--- config.mk ---
export PLATFORM = sky130hd
export DESIGN_NAME = reg_file_2r1w_sb_flat
export DESIGN_NICKNAME = d
export VERILOG_FILES = /design/src/rtl/reg_file_2r1w_sb_if.sv /design/src/rtl/reg_file_2r1w_sb.sv /design/src/flat_wrapper.sv
export SDC_FILE = /design/constraint.sdc
export NUM_CORES = 1
export LEC_CHECK = 0
export CORE_MARGIN = 4
export CORE_UTILIZATION = 59
export CTS_CLUSTER_DIAMETER = 150
export DETAILED_ROUTE_END_ITERATION = 12
export PLACE_DENSITY = 0.81
export SYNTH_ARGS = -nofsm -noshare
export SYNTH_HDL_FRONTEND = slang
export SYNTH_SLANG_ARGS = --single-unit
--- constraint.sdc ---
create_clock -name clk -period 1.8 [get_ports clk]
set_input_delay 0.27 -clock clk [delete_from_list [all_inputs] [get_ports clk]]
set_output_delay 0.27 -clock clk [all_outputs]
set_load 0.02 [all_outputs]
--- src/rtl/reg_file_2r1w_sb_if.sv ---
// Bus between the datapath stages and the 2-read/1-write register file.
// Writeback drives the write strobe. Decode drives the reads and reservations
// and receives the read data and the hazard flags.
interface reg_file_2r1w_sb_if #(
  parameter int WIDTH = 16,
  parameter int AW    = 3
);
  logic             wr_en;
  logic [AW-1:0]    wr_addr;
  logic [WIDTH-1:0] wr_data;
  logic             rd_en_a;
  logic [AW-1:0]    rd_addr_a;
  logic             rd_en_b;
  logic [AW-1:0]    rd_addr_b;
  logic [WIDTH-1:0] rd_data_a;
  logic [WIDTH-1:0] rd_data_b;
  logic             busy_a;
  logic             busy_b;
  logic             stall;
  logic             rsv_en;
  logic [AW-1:0]    rsv_addr;
  logic             rsv_err;

  // The pipeline side: it issues requests and consumes data and hazard flags.
  modport master (
    output wr_en, wr_addr, wr_data,
    output rd_en_a, rd_addr_a, rd_en_b, rd_addr_b,
    output rsv_en, rsv_addr,
    input  rd_data_a, rd_data_b, busy_a, busy_b, stall, rsv_err
  );

  // The register file side.
  modport slave (
    input  wr_en, wr_addr, wr_data,
    input  rd_en_a, rd_addr_a, rd_en_b, rd_addr_b,
    input  rsv_en, rsv_addr,
    output rd_data_a, rd_data_b, busy_a, busy_b, stall, rsv_err
  );
endinterface

--- src/rtl/reg_file_2r1w_sb.sv ---
// Two-read/one-write register file with registered reads and write-to-read
// bypass. A per-register busy scoreboard lets decode detect RAW hazards.
// A reservation marks a pending producer, and the matching write clears it.
module reg_file_2r1w_sb #(
  parameter int WIDTH   = 16,
  parameter int DEPTH   = 8,
  parameter int AW      = $clog2(DEPTH),
  parameter bit ZERO_R0 = 1'b0
) (
  input logic               clk,
  input logic               rst_n,
  reg_file_2r1w_sb_if.slave bus
);

  logic [WIDTH-1:0] mem_q [DEPTH];
  logic [DEPTH-1:0] busy_q;
  logic [DEPTH-1:0] busy_d;
  logic             rsvErr_q;
  logic             rsvErr_d;
  logic [WIDTH-1:0] rdDataA_q;
  logic [WIDTH-1:0] rdDataA_d;
  logic [WIDTH-1:0] rdDataB_q;
  logic [WIDTH-1:0] rdDataB_d;
  logic             wrEff;
  logic             rsvEff;
  logic             wrHitsA;
  logic             wrHitsB;

  // With ZERO_R0, register 0 is hard-wired, so writes to it and reservations
  // of it are dropped here. This keeps the rest of the logic unaware of the mode.
  assign wrEff   = bus.wr_en && !(ZERO_R0 && (bus.wr_addr == '0));
  assign rsvEff  = bus.rsv_en && !(ZERO_R0 && (bus.rsv_addr == '0));
  assign wrHitsA = bus.wr_en && (bus.wr_addr == bus.rd_addr_a);
  assign wrHitsB = bus.wr_en && (bus.wr_addr == bus.rd_addr_b);

  // A register being written this cycle is never busy, because the bypass supplies it.
  assign bus.busy_a = bus.rd_en_a && busy_q[bus.rd_addr_a] && !wrHitsA;
  assign bus.busy_b = bus.rd_en_b && busy_q[bus.rd_addr_b] && !wrHitsB;
  assign bus.stall  = bus.busy_a || bus.busy_b;

  assign bus.rd_data_a = rdDataA_q;
  assign bus.rd_data_b = rdDataB_q;
  assign bus.rsv_err   = rsvErr_q;

  // Scoreboard update: the write clears first and the reserve sets afterwards,
  // so a newer producer reserved in the same cycle keeps the register busy.
  always_comb begin
    busy_d   = busy_q;
    rsvErr_d = rsvErr_q;
    if (wrEff) begin
      busy_d[bus.wr_addr] = 1'b0;
    end
    if (rsvEff) begin
      busy_d[bus.rsv_addr] = 1'b1;
      if (busy_q[bus.rsv_addr] && !(wrEff && (bus.wr_addr == bus.rsv_addr))) begin
        rsvErr_d = 1'b1;
      end
    end
  end

  // Read muxes: a disabled port returns 0, r0 returns 0 in ZERO_R0 mode,
  // and a same-cycle write to the address is forwarded ahead of storage.
  always_comb begin
    rdDataA_d = '0;
    rdDataB_d = '0;
    if (bus.rd_en_a && !(ZERO_R0 && (bus.rd_addr_a == '0))) begin
      rdDataA_d = wrHitsA ? bus.wr_data : mem_q[bus.rd_addr_a];
    end
    if (bus.rd_en_b && !(ZERO_R0 && (bus.rd_addr_b == '0))) begin
      rdDataB_d = wrHitsB ? bus.wr_data : mem_q[bus.rd_addr_b];
    end
  end

  // State registers: storage, scoreboard, sticky error and read data all clear on reset.
  always_ff @(posedge clk or negedge rst_n) begin
    if (!rst_n) begin
      for (int i = 0; i < DEPTH; i++) begin
        mem_q[i] <= '0;
      end
      busy_q    <= '0;
      rsvErr_q  <= 1'b0;
      rdDataA_q <= '0;
      rdDataB_q <= '0;
    end else begin
      if (wrEff) begin
        mem_q[bus.wr_addr] <= bus.wr_data;
      end
      busy_q    <= busy_d;
      rsvErr_q  <= rsvErr_d;
      rdDataA_q <= rdDataA_d;
      rdDataB_q <= rdDataB_d;
    end
  end

endmodule

--- src/flat_wrapper.sv ---
// flat-port wrapper written by rule: the top's interface ports become plain ports
module reg_file_2r1w_sb_flat 
#(
  parameter int WIDTH   = 16,
  parameter int DEPTH   = 8,
  parameter int AW      = $clog2(DEPTH),
  parameter bit ZERO_R0 = 1'b0
)
  (clk, rst_n, bus_wr_en, bus_wr_addr, bus_wr_data, bus_rd_en_a, bus_rd_addr_a, bus_rd_en_b, bus_rd_addr_b, bus_rsv_en, bus_rsv_addr, bus_rd_data_a, bus_rd_data_b, bus_busy_a, bus_busy_b, bus_stall, bus_rsv_err);
  reg_file_2r1w_sb_if #(.WIDTH(WIDTH), .AW(AW)) bus_i ();
  input logic clk;
  input logic rst_n;
  input wire logic [$bits(bus_i.wr_en)-1:0] bus_wr_en;
  input wire logic [$bits(bus_i.wr_addr)-1:0] bus_wr_addr;
  input wire logic [$bits(bus_i.wr_data)-1:0] bus_wr_data;
  input wire logic [$bits(bus_i.rd_en_a)-1:0] bus_rd_en_a;
  input wire logic [$bits(bus_i.rd_addr_a)-1:0] bus_rd_addr_a;
  input wire logic [$bits(bus_i.rd_en_b)-1:0] bus_rd_en_b;
  input wire logic [$bits(bus_i.rd_addr_b)-1:0] bus_rd_addr_b;
  input wire logic [$bits(bus_i.rsv_en)-1:0] bus_rsv_en;
  input wire logic [$bits(bus_i.rsv_addr)-1:0] bus_rsv_addr;
  output wire logic [$bits(bus_i.rd_data_a)-1:0] bus_rd_data_a;
  output wire logic [$bits(bus_i.rd_data_b)-1:0] bus_rd_data_b;
  output wire logic [$bits(bus_i.busy_a)-1:0] bus_busy_a;
  output wire logic [$bits(bus_i.busy_b)-1:0] bus_busy_b;
  output wire logic [$bits(bus_i.stall)-1:0] bus_stall;
  output wire logic [$bits(bus_i.rsv_err)-1:0] bus_rsv_err;
  assign bus_i.wr_en = bus_wr_en;
  assign bus_i.wr_addr = bus_wr_addr;
  assign bus_i.wr_data = bus_wr_data;
  assign bus_i.rd_en_a = bus_rd_en_a;
  assign bus_i.rd_addr_a = bus_rd_addr_a;
  assign bus_i.rd_en_b = bus_rd_en_b;
  assign bus_i.rd_addr_b = bus_rd_addr_b;
  assign bus_i.rsv_en = bus_rsv_en;
  assign bus_i.rsv_addr = bus_rsv_addr;
  assign bus_rd_data_a = bus_i.rd_data_a;
  assign bus_rd_data_b = bus_i.rd_data_b;
  assign bus_busy_a = bus_i.busy_a;
  assign bus_busy_b = bus_i.busy_b;
  assign bus_stall = bus_i.stall;
  assign bus_rsv_err = bus_i.rsv_err;
  reg_file_2r1w_sb #(.WIDTH(WIDTH), .DEPTH(DEPTH), .AW(AW), .ZERO_R0(ZERO_R0)) u_core (.clk(clk), .rst_n(rst_n), .bus(bus_i));
endmodule
## Word level (Yosys, flattened, before mapping)

Cells that the tools add are included.

| word-level totals | value |
|---|---|
| output and inout bits | 36 |
| logic and storage cells | 72 |
| register bits after elaboration | 169 |
| input bits | 34 |

| operators by class | value |
|---|---|
| equality and inequality tests | 3 |
| reductions and logical operators | 16 |
| bitwise gates (word level) | 6 |
| mux-type cells | 25 |
| order comparisons | 10 |

Operators by type and width:

| cell | count |
|---|---|
| $mux W16 | 9 |
| $bwmux W128 | 1 |
| $bmux W16 S3 | 2 |
| $demux W16 S3 | 1 |
| $lt A3 B4 Y1 const B | 4 |
| $mux W8 | 2 |
| $ge A4 B4 Y1 const B | 3 |
| $not A3 Y4 | 3 |
| $logic_and A1 B1 Y1 | 11 |
| $bmux W1 S3 | 3 |
| $eq A3 B3 Y1 | 3 |
| $and A8 B8 Y8 | 1 |
| $not A8 Y8 | 1 |
| $or A8 B8 Y8 | 1 |
| $demux W1 S3 | 2 |
| $ge A3 B1 Y1 const B | 2 |
| $mux W1 | 5 |
| $lt A4 B1 Y1 const B | 1 |
| $logic_not A1 Y1 | 3 |
| $reduce_and A2 Y1 | 1 |
| $logic_or A1 B1 Y1 | 1 |

## Longest topological paths before layout

| logic depth | value |
|---|---|
| depth after elaboration | 9 |
| depth in mapped cells | 7 |
| gate-level depth less buffers | 4 |

## Worst setup path before layout

Ideal clock, no wire load.

| path | value |
|---|---|
| path type | in2out |
| from | in bus_rd_addr_a[1] |
| to | out bus_stall |
| setup slack | 0.085 ns |
| cell stages on the path | 6 |
| data arrival time | 1.445 ns |
| buffers on the path | 2 |
| data required time | 1.530 ns |
| cell sequence | buf_4 > buf_4 > mux2i_1 > a22oi_1 > and4_1 > o21bai_1 |

| between the ends | value |
|---|---|
| cells in the longest elaborated chain, start to end | 5 |
| elaborated cells between the ends (all ways) | 8 |
| those cells by class | eq/ne: 1; mux: 2; reduce/logical: 5 |

Ends and longest elaborated chain:

| what | RTL line | source |
|---|---|---|
| start, declared | flat_wrapper.sv:17 | `input wire logic [$bits(bus_i.rd_addr_a)-1:0] bus_rd_addr_a;` |
| $bmux W1 S3 / $eq A3 B3 Y1 (equally long branches) | reg_file_2r1w_sb.sv:37, reg_file_2r1w_sb.sv:33 |  |
| $mux W1 (implied by the code) / $logic_and A1 B1 Y1 (equally long branches) | reg_file_2r1w_sb.sv:37, reg_file_2r1w_sb.sv:33 |  |
| $logic_and A1 B1 Y1 / $logic_not A1 Y1 (equally long branches) | reg_file_2r1w_sb.sv:37 | `assign bus.busy_a = bus.rd_en_a && busy_q[bus.rd_addr_a] && !wrHitsA;` |
| $logic_and A1 B1 Y1 * | reg_file_2r1w_sb.sv:37 |  |
| via bus_busy_a | flat_wrapper.sv:24 | `output wire logic [$bits(bus_i.busy_a)-1:0] bus_busy_a;` |
| $logic_or A1 B1 Y1 * | reg_file_2r1w_sb.sv:39 | `assign bus.stall = bus.busy_a \|\| bus.busy_b;` |
| end, declared | flat_wrapper.sv:26 | `output wire logic [$bits(bus_i.stall)-1:0] bus_stall;` |

Mark *: on every way through the listed nets, which the timed path passes. The rest lies on a longest branch. The select of a mux whose other input is x is not followed.

## Final worst setup path

| path | value |
|---|---|
| from | reg u_core.busy_q[5] |
| to | out bus_stall |

| between the ends | value |
|---|---|
| cells in the longest elaborated chain, start to end | 5 |
| elaborated cells between the ends (all ways) | 9 |
| those cells by class | mux: 4; reduce/logical: 5 |

Ends and longest elaborated chain:

| what | RTL line | source |
|---|---|---|
| start, declared | reg_file_2r1w_sb.sv:16 | `logic [DEPTH-1:0] busy_q;` |
| start signal, assigned | reg_file_2r1w_sb.sv:88 | `busy_q <= busy_d;` |
| $bmux W1 S3, on equally long branches | reg_file_2r1w_sb.sv:37, reg_file_2r1w_sb.sv:38 |  |
| $mux W1, on equally long branches | reg_file_2r1w_sb.sv:37, reg_file_2r1w_sb.sv:38 |  |
| $logic_and A1 B1 Y1, on equally long branches (2 in series) | reg_file_2r1w_sb.sv:37, reg_file_2r1w_sb.sv:38 |  |
| $logic_or A1 B1 Y1 * | reg_file_2r1w_sb.sv:39 |  |

Every way passes the cells marked *; elsewhere a longest branch is shown, timed or not. The select of a mux whose other input is x is not followed.

==> flow_metrics.tcl <==
set metrics [dict create \
    run_status "complete, but fails checks" \
    violations "negative setup slack" \
    crit_path_end_kind "output pin" \
    worst_clock_skew_ps 7.258 \
    io_pins 70 \
    power_report.internal_total_mw 8.395 \
    leakage_power_figure_nw 4.601 \
    drt-initial-drc-count 672 \
    yosys-top-cells-count "sky130_fd_sc_hd__dfrtp_1, sky130_fd_sc_hd__mux2_2, sky130_fd_sc_hd__mux2i_1, sky130_fd_sc_hd__a21oi_1, sky130_fd_sc_hd__o21ai_0" \
    worst_ir_drop_on_vdd_v 0.0008643 \
    wire_per_inst_um 24.32 \
    place.gp.congestion 0.8173 \
    power.share.switching 0.2848 \
    ctsHtreeMaxLevel 4 \
    grtUsageMet2 0.4817 \
    rows 44 \
    ys_ff_latch 169 \
    start_util 0.5998 \
    dp.cells 919 \
    fin_crit_period_ps 1969 \
    post_synth_inst_count 670 \
    cts.sink_count 169 \
    timing_worst_slew_pin_value_ps 639.4 \
    cts.clk_slew.worst_paths_ps 70 \
    mappedNetlistNets 704 \
    critical_path.startpoint_type "flip-flop" \
    antenna_left 0 \
    vias_per_cell 6.632 \
    dp.final_hpwl_um 14380 \
    drive_gt1_frac 0.3747 \
    setup_ws_post_layout_ps -169.0 \
    pwr-share-seq 0.440 \
    root_buffer "sky130_fd_sc_hd__clkbuf_16" \
    worst-path-max-fanout 2 \
    hold_viol 0 \
    power.combinational.fraction 0.239 \
    pwr_density_cell_mw_per_mm2 1104 \
    antenna_found_initial 0 \
    antenna-diode-count 0 \
    fillers 937 \
    synthesis.yosys.warnings 0 \
    timing.slew.headroom 0.5737 \
    slew_viol_final 0 \
    detailed_place.area_mm2 0.009902 \
    synth.top_cell.area_share 0.4870 \
    maxCapViolCount 0 \
    die_width_um 129.3 \
    netSwitchingPower_mw 3.343 \
    grt-busiest-layer "met2" \
    synth_sequential_area_ratio 0.4870 \
    grt.overflow.total 0 \
    maximum_number_of_pins_on_one_net_before_global_route_repair 56 \
    layout.nets 795 \
    drtPass1Iterations 5 \
    io_buffer_count 69 \
    grt_util_met3 0.06801 \
    wire_length_of_the_first_global_routing_pass_um 36950 \
    detail_route.drc_violations 0 \
    timing_worst_setup_path_type "flip-flop to output pin" \
    final_cells 958 \
    clock.fmax_mhz 507.9 \
    yosysMostFrequentCell "sky130_fd_sc_hd__dfrtp_1" \
    cp_data_arrival_time_ps 1700 \
    synth.top_cells.by_area "sky130_fd_sc_hd__dfrtp_1, sky130_fd_sc_hd__mux2_2, sky130_fd_sc_hd__mux4_2" \
    synth_enable_flop_cells 0 \
    setup_repair_after_global_routing_missed_its_margin "yes" \
    fp.dieH_um 129.3 \
    global_route.usage.total 0.2920 \
    worst_path_required_ps 1530 \
    cts-buffers-inserted 17 \
    routed-via-count 6353 \
    final-setup-viol-count 3 \
    post_synth_num_cell_types 39 \
    grt_pass1_vias 6646 \
    synth.cell_area_mm2 0.008685 \
    clkPwrFrac 0.322 \
    insertion_delay_ps 420 \
    grt_util_met1 0.3856 \
    dominant_synthesized_flop_cell "sky130_fd_sc_hd__dfrtp_1" \
    yosys.area.top_type "sky130_fd_sc_hd__dfrtp_1" \
    fin_area_mm2 0.01063 \
    synth_area_per_cell_um2 12.96 \
    cts_max_path_buffers 2 \
    layout-area-overhead-vs-synth_pct 22.37 \
    die_area_mm2 0.01673 \
    post_route_wl_um 23300 \
    tritoncts_clock_tree "yes" \
    timing.final.crit_share 1.094 \
    placeableCoreArea_mm2 0.01448 \
    share_of_async_settable_or_async_resettable_flops_after_synthesis 1.000 \
    worstHoldPathType "primary input to async pin" \
]
## layout by cell type (no fill, tap or decap), types with 2 or more instances in the layout
cell                              count
sky130_fd_sc_hd__o21ai_0             38
sky130_fd_sc_hd__buf_4               52
sky130_fd_sc_hd__inv_1                7
sky130_fd_sc_hd__or2_2                2
sky130_fd_sc_hd__o22ai_1             32
sky130_fd_sc_hd__a31oi_1              2
sky130_fd_sc_hd__dfrtp_1            169
sky130_fd_sc_hd__o2111ai_2            2
sky130_fd_sc_hd__nand4b_2             3
sky130_fd_sc_hd__nor2_1               3
sky130_fd_sc_hd__clkinv_4             4
sky130_fd_sc_hd__clkdlybuf4s50_1     56
sky130_fd_sc_hd__bufinv_16            3
sky130_fd_sc_hd__clkbuf_16           17
sky130_fd_sc_hd__buf_12              15
sky130_fd_sc_hd__nor3_4               2
sky130_fd_sc_hd__dlymetal6s2s_1       2
sky130_fd_sc_hd__mux4_2              34
sky130_fd_sc_hd__nor3b_4              2
sky130_fd_sc_hd__nand4_1              2
sky130_fd_sc_hd__mux2_2             129
sky130_fd_sc_hd__o32ai_1              2
sky130_fd_sc_hd__xor2_1               2
sky130_fd_sc_hd__buf_2                3
sky130_fd_sc_hd__nand2_1             12
sky130_fd_sc_hd__nand2b_1             4
sky130_fd_sc_hd__dlygate4sd2_1        4
sky130_fd_sc_hd__clkinvlp_4           3
sky130_fd_sc_hd__mux2i_1             67
sky130_fd_sc_hd__a21oi_1             62
sky130_fd_sc_hd__nor2b_1              2
sky130_fd_sc_hd__inv_6                2
sky130_fd_sc_hd__buf_6                6
sky130_fd_sc_hd__xnor2_1              7
## stage by stage
stage	util	setup TNS [ps]	power (mW)	hold WS [ps]	setup slack [ps]
6_report	0.7340	-417.6	11.74	364.4	-169.0
5_1_grt	0.7340	-513.3	12.22	394.4	-205.1
4_1_cts	0.7310	-329.4	11.72	371.4	-158.3
3_5_place_dp	0.6839	-28290	7.852	247.7	-636.2
3_3_place_gp	0.6839	-23700	7.667	238.0	-604.0
2_1_floorplan	-	0	6.831	-25.59	84.55
## per-layer routing
layer,part of all wire,vias up
met5,0,-
met4,0.028,0
met3,0.067,59
met2,0.50,306
met1,0.41,3300
li1,-,2688
## final timing paths
kind	cells after the start	endpoint	from	slack (ps)
setup / recovery	5	bus_stall	u_core.busy_q[5]	-170
setup reg to reg	6	u_core.bus.rsv_err	u_core.busy_q[2]	310
min in group clk	1	u_core.bus.rsv_err	u_core.bus.rsv_err	470
hold / removal	2	u_core.mem_q[26]	rst_n	360
max in group asynchronous	3	u_core.bus.rd_data_b[14]	rst_n	750
hold reg to reg	1	u_core.bus.rsv_err	u_core.bus.rsv_err	470
## critical path, cell delays in order (launching register included)
cell,delay [ps]
sky130_fd_sc_hd__dfrtp_1,420
sky130_fd_sc_hd__mux2i_1,220
sky130_fd_sc_hd__a31oi_1,110
sky130_fd_sc_hd__and4_1,230
sky130_fd_sc_hd__o21bai_4,170
sky130_fd_sc_hd__buf_6,130
## flip-flops by register name, indices dropped and copies added, names as in the netlist
| signal | cells |
|---|---|
| u_core.mem_q | 128 |
| u_core.bus.rd_data_a | 16 |
| u_core.bus.rd_data_b | 16 |
| u_core.busy_q | 8 |
| u_core.bus.rsv_err | 1 |
## power by group through the flow
stage | Clock [mW] | Sequential (mW) | Combinational (mW)
2_1_floorplan | 0 | 5.13 | 1.70
3_3_place_gp | 0 | 5.07 | 2.59
3_5_place_dp | 0 | 5.17 | 2.69
4_1_cts | 3.82 | 5.13 | 2.78
5_1_grt | 3.97 | 5.23 | 3.01
6_report | 3.78 | 5.16 | 2.80
## kinds of logic after synthesis
| logic type | after synthesis | share of synthesized area |
|---|---|---|
| flops | 169 | 0.4870 |
| compound gates | 146 | 0.09322 |
| simple gates | 41 | 0.03429 |
| mux | 230 | 0.3327 |
| xor+xnor | 9 | 0.009077 |
| buf+inv | 75 | 0.04380 |
## what timing repair did
item | CTS | global route
setup endpoints to repair | 3 | 4
endpoints found under the hold margin | 47 | 0
buffers inserted | 5 | 1
pin swaps | 5 | 4
hold buffers | 1 | 0
gates resized for setup | 30 | 7
## final cells by class
cell class | instances | area, um2 | area share
sequential | 169 | 4229 | 0.3979
multi-input combinational | 426 | 4121 | 0.3878
timing repair buffer | 139 | 1404 | 0.1321
clock buffer | 19 | 442.9 | 0.04168
tap | 184 | 230.2 | 0.02166
clock inverter | 13 | 170.2 | 0.01601
inverter | 8 | 30.03 | 0.002826
No activity file was read; power rests on OpenSTA's default activity.
